===== src/rtl/xor_prng_pkg.sv =====
// xor_prng_pkg
//   Shared definitions for the xorshift32 generator bank: state type, shift
//   constants, golden-ratio seed spreader and the step / zero-guard helpers.
//   Imported by xor_prng_lane and xor_prng_bank.
package xor_prng_pkg;

    typedef logic [31:0] prng_state_t;

    localparam int unsigned XS_SHL_A = 13;
    localparam int unsigned XS_SHR_B = 17;
    localparam int unsigned XS_SHL_C = 5;

    // Spreads the base seed across channels so lanes start far apart.
    localparam prng_state_t PRNG_GOLDEN = 32'h9E37_79B9;

    // One xorshift32 step; shifts discard overflow on 32 bits.
    function automatic prng_state_t xs32_next(input prng_state_t x);
        prng_state_t y;
        y = x ^ (x << XS_SHL_A);
        y = y ^ (y >> XS_SHR_B);
        y = y ^ (y << XS_SHL_C);
        return y;
    endfunction

    // Zero is the one fixed point of xorshift32; it must never be loaded.
    function automatic prng_state_t xs32_nz(input prng_state_t x);
        return (x == '0) ? 32'h0000_0001 : x;
    endfunction

    // Register value a channel takes on reset.
    function automatic prng_state_t xs32_reset_state(input prng_state_t seed,
                                                     input int unsigned ch);
        return xs32_next(xs32_nz(seed ^ (prng_state_t'(ch) * PRNG_GOLDEN)));
    endfunction

endpackage


===== src/rtl/xor_prng_lane.sv =====
// xor_prng_lane
//   One xorshift32 channel: state register, valid register, advance / reseed
//   mux and output slice.
// Parameters
//   OUT_W        output width, top OUT_W bits of the state
//   RESET_STATE  state loaded on reset
//   FREE_RUN     1: advance whenever valid and enable; 0: advance on valid&ready
// Ports
//   clk, rst     clock, asynchronous active-high reset
//   enable       global run enable (also the next value of valid)
//   ready        consumer ready for this channel
//   load         reseed strobe already decoded for this channel
//   seed_value   new seed (zero-guarded here)
//   valid        sample valid
//   data         sample, state[31 -: OUT_W]
module xor_prng_lane
    import xor_prng_pkg::*;
#(
    parameter int          OUT_W       = 12,
    parameter prng_state_t RESET_STATE = 32'h0004_2021,
    parameter bit          FREE_RUN    = 1'b0
) (
    input  logic             clk,
    input  logic             rst,
    input  logic             enable,
    input  logic             ready,
    input  logic             load,
    input  prng_state_t      seed_value,
    output logic             valid,
    output logic [OUT_W-1:0] data
);

    prng_state_t state_q;
    logic        valid_q;
    logic        advance;

    assign advance = valid_q && (FREE_RUN ? enable : ready);

    always_ff @(posedge clk or posedge rst) begin
        if (rst) begin
            state_q <= RESET_STATE;
            valid_q <= 1'b0;
        end else begin
            valid_q <= enable;
            // A reseed wins over an advance landing on the same edge.
            if (load) begin
                state_q <= xs32_next(xs32_nz(seed_value));
            end else if (advance) begin
                state_q <= xs32_next(state_q);
            end
        end
    end

    assign valid = valid_q;
    assign data  = state_q[31 -: OUT_W];

endmodule


===== src/rtl/xor_prng_bank.sv =====
// xor_prng_bank
//   NUM_CH independent xorshift32 generators, OUT_W bits per channel, with
//   run-time reseed and per-channel valid/ready.
// Parameters
//   NUM_CH (1-16), OUT_W (1-32), SEED (base reset seed), FREE_RUN (0/1)
// Ports
//   clk, rst              clock, asynchronous active-high reset
//   enable                global run enable
//   seed_load, seed_ch    one-cycle reseed strobe and target channel
//   seed_value            new seed
//   rand_valid/rand_ready per-channel handshake
//   rand_data             channel c at [c*OUT_W +: OUT_W]
// Optional (macro XOR_PRNG_STATS_EN)
//   stat_clear            synchronous clear of the statistics
//   stat_count            accepted channel-0 samples, saturating
//   stat_sum              sum of accepted channel-0 samples, wrapping
//
// Handshake: rand_valid[c] is enable delayed by one cycle. A sample is
// accepted on an edge where rand_valid[c] && rand_ready[c] (FREE_RUN=0) or
// rand_valid[c] && enable (FREE_RUN=1, ready ignored); the next sample is
// visible right after that edge. With FREE_RUN=0 data holds while
// valid is high and ready is low.
module xor_prng_bank
    import xor_prng_pkg::*;
#(
    parameter int          NUM_CH   = 4,
    parameter int          OUT_W    = 12,
    parameter prng_state_t SEED     = 32'h0000_0001,
    parameter bit          FREE_RUN = 1'b0
) (
    input  logic                                            clk,
    input  logic                                            rst,
    input  logic                                            enable,
    input  logic                                            seed_load,
    input  logic [((NUM_CH > 1) ? $clog2(NUM_CH) : 1)-1:0]  seed_ch,
    input  logic [31:0]                                     seed_value,
    output logic [NUM_CH-1:0]                               rand_valid,
    input  logic [NUM_CH-1:0]                               rand_ready,
    output logic [NUM_CH*OUT_W-1:0]                         rand_data
`ifdef XOR_PRNG_STATS_EN
    ,
    input  logic                                            stat_clear,
    output logic [31:0]                                     stat_count,
    output logic [63:0]                                     stat_sum
`endif
);

    logic [NUM_CH-1:0] lane_load;

    // seed_ch values at or beyond NUM_CH match no lane, so the strobe is dropped.
    always_comb begin
        lane_load = '0;
        for (int c = 0; c < NUM_CH; c++) begin
            lane_load[c] = seed_load && (int'(seed_ch) == c);
        end
    end

    for (genvar c = 0; c < NUM_CH; c++) begin : g_lane
        xor_prng_lane #(
            .OUT_W      (OUT_W),
            .RESET_STATE(xs32_reset_state(SEED, c)),
            .FREE_RUN   (FREE_RUN)
        ) u_lane (
            .clk       (clk),
            .rst       (rst),
            .enable    (enable),
            .ready     (rand_ready[c]),
            .load      (lane_load[c]),
            .seed_value(seed_value),
            .valid     (rand_valid[c]),
            .data      (rand_data[c*OUT_W +: OUT_W])
        );
    end

`ifdef XOR_PRNG_STATS_EN
    logic stat_accept;

    assign stat_accept = rand_valid[0] && (FREE_RUN ? enable : rand_ready[0]);

    always_ff @(posedge clk or posedge rst) begin
        if (rst) begin
            stat_count <= '0;
            stat_sum   <= '0;
        end else if (stat_clear) begin
            stat_count <= '0;
            stat_sum   <= '0;
        end else if (stat_accept) begin
            if (stat_count != '1) begin
                stat_count <= stat_count + 32'd1;
            end
            stat_sum <= stat_sum + 64'(rand_data[OUT_W-1:0]);
        end
    end
`endif

endmodule


===== config.mk =====
export PLATFORM = sky130hd
export DESIGN_NAME = xor_prng_bank
export DESIGN_NICKNAME = d
export VERILOG_FILES = /design/src/rtl/xor_prng_pkg.sv /design/src/rtl/xor_prng_lane.sv /design/src/rtl/xor_prng_bank.sv
export SDC_FILE = /design/constraint.sdc
export NUM_CORES = 1
export LEC_CHECK = 0
export CAP_MARGIN = 10
export CORE_MARGIN = 2
export CORE_UTILIZATION = 50
export CTS_CLUSTER_DIAMETER = 50
export DETAILED_ROUTE_END_ITERATION = 6
export PLACE_DENSITY_LB_ADDON = 0.15
export SLEW_MARGIN = 0
export SYNTH_ARGS = -nofsm -noshare
export SYNTH_HDL_FRONTEND = slang
export SYNTH_SLANG_ARGS = --single-unit

===== constraint.sdc =====
create_clock -name clk -period 7.6 [get_ports clk]
set_input_delay 1.52 -clock clk [delete_from_list [all_inputs] [get_ports clk]]
set_output_delay 1.52 -clock clk [all_outputs]
set_load 0.02 [all_outputs]

# Yosys cells after proc, flatten, opt, wreduce, memory -nomap -nowiden
# Cells that the tools add are included.
op_classes:
  n_eq_ne: 3
  n_mux: 9
  bitwise: 15
  n_reduce_logical: 14
op_table:
  columns: ["cell", "count"]
  rows:
  - ["32-bit bitwise XOR", 10]
  - ["32-bit two-way mux", 9]
  - ["32-bit by 15-bit bitwise XOR with 32-bit output", 5]
  - ["32-bit logical NOT", 1]
  - ["1-bit logical AND", 8]
  - ["2-bit nonzero test", 4]
  - ["2-bit == test, second input constant", 2]
  - ["2-bit by 1-bit == test with 1-bit output, second input constant", 1]
  - ["2-bit logical NOT", 1]
word_totals:
  register_bits: 129
  inputBits: 42
  out_inout_bits: 52
  elab_cells: 46

# Longest topological paths before layout
depth:
  ltp_word: 6
  ltp_mapped: 6
  ltp_nobuf: 5

# Hierarchy
# Synthesis repeated with hierarchy kept, for this count alone.
unflattened:
  hier_cells: 1176
  hier_area_um2: 11767.5
modules_own_cells:
  columns: ["mod", "n_inst", "cells_per_inst", "area_per_inst_um2", "seq_area_each_um2"]
  rows:
  - ["xor_prng_lane at g_lane[3].u_lane", 1, 293, 2945.3, 854.6]
  - ["xor_prng_lane at g_lane[2].u_lane", 1, 293, 2932.8, 842.1]
  - ["xor_prng_lane at g_lane[1].u_lane", 1, 293, 2930.3, 839.6]
  - ["xor_prng_lane at g_lane[0].u_lane", 1, 293, 2921.6, 830.8]
  - ["xor_prng_bank", 1, 4, 37.5, 0.0]

# Worst setup path after synthesis
# No wires, ideal clock.
synth_path:
  path_type: "input -> register"
  startpoint: "input seed_load"
  endpoint: "register g_lane[0].u_lane.state_q[21]"
  setup_ns: 0.137
  t_arrival_ns: 2.581
  required_ns: 7.463
  setup_slack_ns: 4.882
  cell_stages: 6
  n_path_buf: 3
  cell_sequence: "clkbuf_1 -> or3b_1 -> clkbuf_1 -> clkbuf_1 -> nor2_1 -> a21oi_1"
synth_between:
  elab_chain_cells: 2
  elab_cells_between_ends: 3
  classes_between: "mux (1); reduce/logical (2)"
synth_lines:
  columns: ["item", "line_no", "text"]
  rows:
  - ["start, declared", "xor_prng_bank.sv:34", "input logic seed_load,"]
  - ["1-bit logical AND (*)", "xor_prng_bank.sv:54", "lane_load[c] = seed_load && (int'(seed_ch) == c);"]
  - ["32-bit two-way mux or 2-bit nonzero test (tied branches)", null, null]
  - ["end signal, assigned", "xor_prng_lane.sv:47", "state_q <= xs32_next(xs32_nz(seed_value));"]
  - ["end signal, assigned", "xor_prng_lane.sv:49", "state_q <= xs32_next(state_q);"]
  - ["end, declared", "xor_prng_lane.sv:33", "prng_state_t state_q;"]
# Every way passes the cells marked *; elsewhere a longest branch is shown, timed or not.
# A chain may end at the register's enable or synchronous reset.

# Final worst setup path
layout_path:
  startpoint: "input seed_value[10]"
  endpoint: "register g_lane[1].u_lane.state_q[11]"
layout_between:
  elab_chain_cells: 6
layout_lines:
  columns: ["item", "line_no", "text"]
  rows:
  - ["start, declared", "xor_prng_bank.sv:36", "input logic [31:0] seed_value,"]
  - ["32-bit logical NOT", "xor_prng_pkg.sv:27", "return (x == '0) ? 32'h0000_0001 : x;"]
  - ["32-bit two-way mux (*)", "xor_prng_pkg.sv:27", null]
  - ["32-bit bitwise XOR (*)", "xor_prng_pkg.sv:19", "y = x ^ (x << XS_SHL_A);"]
  - ["32-bit by 15-bit bitwise XOR with 32-bit output (*)", "xor_prng_pkg.sv:20", "y = y ^ (y >> XS_SHR_B);"]
  - ["32-bit bitwise XOR (*)", "xor_prng_pkg.sv:21", "y = y ^ (y << XS_SHL_C);"]
  - ["32-bit two-way mux (*)", "xor_prng_lane.sv:46", "if (load) begin"]
  - ["end signal, assigned", "xor_prng_lane.sv:47", null]
  - ["end signal, assigned", "xor_prng_lane.sv:49", null]
  - ["end, declared", "xor_prng_lane.sv:33", null]
# Marks and branches as above.

==> results.tsv <==
metric	value	unit
wl_per_cell	19.71	µm
final_cell_mix	xnor2_1, xor2_1, nor2_1	
critPathCaptureType	flop	
whs_path_depth	2	
cap_violations	0	
path_cells	clkdlybuf4s50_1 -> xor2_2 -> xnor2_1 -> xnor2_1 -> nor2_1 -> a21oi_1	
ant_nets	0	
antenna_found_initial	0	
htreeDepth	4	
reg2regPathDepth	5	
setup_ws	3857	ps
cts.sinks	129	
synth_nets	1088	
grt_pass1_vias	7035	
routed_via_density	5.226	
die_area	0.02075	mm²
setup_violations	0	
worst_slew_pin_slew	1087	ps
num_vias	7024	
row_count	51	
drive_above_1_share	10.57	%
fin_skew	9.944	ps
report.final.slew_viol_count	0	
synth_area	0.009808	mm²
crit_path_top_delay_cell	xnor2_1	
detail_route.iter0.violations	429	
seq_area_frac_synth	33.56	%
final_common_cell	xnor2_1	
synthCells	1046	
clock_latency	420	ps
ys_ff_latch	129	
multi_input_area	0.005936	mm²
required	7860	ps
cts_resized	0	
yosysWarnings	0	
ioPinCount	94	
critPathTopFamily	XOR/XNOR gates	
place_hpwl	18.17	mm
gp_congestion	0.9734	
cts_setup_buffers	0	
grt_pass1_wl	41.00	mm
critical_path_arrival	4000	ps
avgSynthCellArea	9.377	µm²
final_core_util	57.41	%
clk_pin_slew	50	ps
crit_type	primary input to flop	
n_fill_cell	1738	
syn_to_final_growth	13.18	%
cellPowerDensity	580.5	mW/mm²
finalInstanceArea	0.01110	mm²
cts_buffers	17	
io_buffers	93	
critPathMaxFanout	5	
pre_cts_ws	3491	ps
cts_root_buffer	clkbuf_16	
hold_path.class	flop to flop	
grt_use_total	26.75	%
ys_types	36	
grt_overflow	0	
status	finished, final reports clean	
cpMostUsedCell	xnor2_1	
ir_worst_vdd	0.2484	mV
period_needed	3743	ps
fmax	0.2672	GHz
die_x	144.1	µm
slew_headroom	27.04	%
finalCritPeriodShare	49.25	%
post_dp_cell_area	0.01055	mm²
drt_wl_total	26.50	mm
fp.dieH	144.1	µm
critPathLaunchType	primary input	
drcViolationCount	0	
slowest_delay	890	ps
cts_tree	done	
power.leakage	4.374	nW
seqCellArea	0.003292	mm²
finalSetupTns	0	ps
finalHoldViolCount	0	
holdWs	549.4	ps
cts_buffer_depth	2	
start_util	50.73	%
diodes	0	
grt_max_degree	77	
holdBufCountCts	0	
path_depth	6	
first_pass_iters	4	
crit_buf_inv	1	
nets	1108	
core_area	0.01933	mm²
rsz0062_at_grt	false	
==> where the power goes <==
part | leakage [nW] | switching [W] | total (W) | internal, W
sequential | 1.43 | 0.000561 | 0.00173 | 0.00117
combinational | 2.66 | 0.00177 | 0.00391 | 0.00215
clock | 0.275 | 0.000310 | 0.000798 | 0.000488
total | 4.37 | 0.00264 | 0.00644 | 0.00381
==> cell usage after synthesis, drive strengths merged <==
| cell | number | area share, % |
|---|---|---|
| nand2b | 1 | 0.064 |
| a31oi | 2 | 0.13 |
| nor3 | 6 | 0.31 |
| o211ai | 3 | 0.23 |
| dfrtp | 78 | 20 |
| or3b | 1 | 0.089 |
| xnor2 | 214 | 20 |
| o21a | 1 | 0.077 |
| o21ai | 32 | 1.6 |
| xor3 | 4 | 0.97 |
| and4 | 2 | 0.18 |
| nor4 | 8 | 0.51 |
| nand2 | 102 | 3.9 |
| nor2 | 138 | 5.4 |
| a22oi | 2 | 0.15 |
| a21oi | 89 | 4.5 |
| and2 | 8 | 0.51 |
| nand3 | 1 | 0.051 |
| mux2i | 26 | 2.7 |
| buf | 60 | 4.4 |
| clkbuf | 39 | 1.5 |
| xnor3 | 20 | 4.6 |
| xor2 | 142 | 13 |
| nor3b | 1 | 0.13 |
| nand4 | 2 | 0.13 |
| a211oi | 2 | 0.15 |
| inv | 1 | 0.038 |
| and3 | 8 | 0.51 |
| nand3b | 2 | 0.15 |
| dfstp | 51 | 14 |
==> routing by layer <==
layer  share of wire [%]  GRT usage [%]  vias to the layer above
met4                 3.1          9.494                        0
met3                 6.8          6.556                       48
met1                  45          36.70                     3389
met2                  45          41.35                      235
li1                    -              -                     3352
met5                   0              0                        -
==> path summary, 6_finish.rpt <==
path                                                       endpoint  slack, ps                                     start
setup / recovery           g_lane[1].u_lane.state_q[11]$_DFFE_PP0P_       3860                            seed_value[10]
hold / removal             g_lane[1].u_lane.state_q[14]$_DFFE_PP1P_        550  g_lane[1].u_lane.state_q[14]$_DFFE_PP1P_
setup reg to reg            g_lane[2].u_lane.state_q[7]$_DFFE_PP0P_       5280          g_lane[3].u_lane.valid$_DFF_PP0_
hold reg to reg            g_lane[1].u_lane.state_q[14]$_DFFE_PP1P_        550  g_lane[1].u_lane.state_q[14]$_DFFE_PP1P_
max in group asynchronous  g_lane[3].u_lane.state_q[19]$_DFFE_PP0P_       4560                                       rst
min in group asynchronous  g_lane[3].u_lane.state_q[23]$_DFFE_PP0P_       1700                                       rst
==> worst min-delay path: cells and delay by family, from the launching register on <==
family | cells | cell delay [ps]
compound gates | 1 | 80
flops | 1 | 400
simple gates | 1 | 60
==> state kept, by name, summed over array words and instances, names as in the netlist <==
register               cells
g_lane.u_lane.state_q    128
g_lane.u_lane.valid        1
==> through the flow <==
stage / power, W / cells
finish: 0.006444 / 1344
floorplan: 0.004974 / 1046
detailed placement: 0.005637 / 1312
CTS: 0.006476 / 1344
global route: 0.006910 / 1344
global placement: 0.005583 / 1312
==> kinds of logic (layout without fill, tap and decap cells) <==
group,after synthesis,in the layout,synth area share [%]
xor gates and xnor gates,380,380,38.96
muxes,26,26,2.653
DFF,129,129,33.56
and+or+nand+nor,280,280,11.99
AOI/OAI and AO/OA,131,131,6.914
buffers and inverters,100,133,5.919
==> cell type report <==
type	instances	share of cell area, %
Multi-Input combinational cell	817	53.47
Sequential cell	129	29.66
Timing Repair Buffer	100	8.859
Clock buffer	24	4.159
Tap cell	265	2.987
Clock inverter	8	0.8115
Inverter	1	0.05636
(Power assumes the default switching activity.)
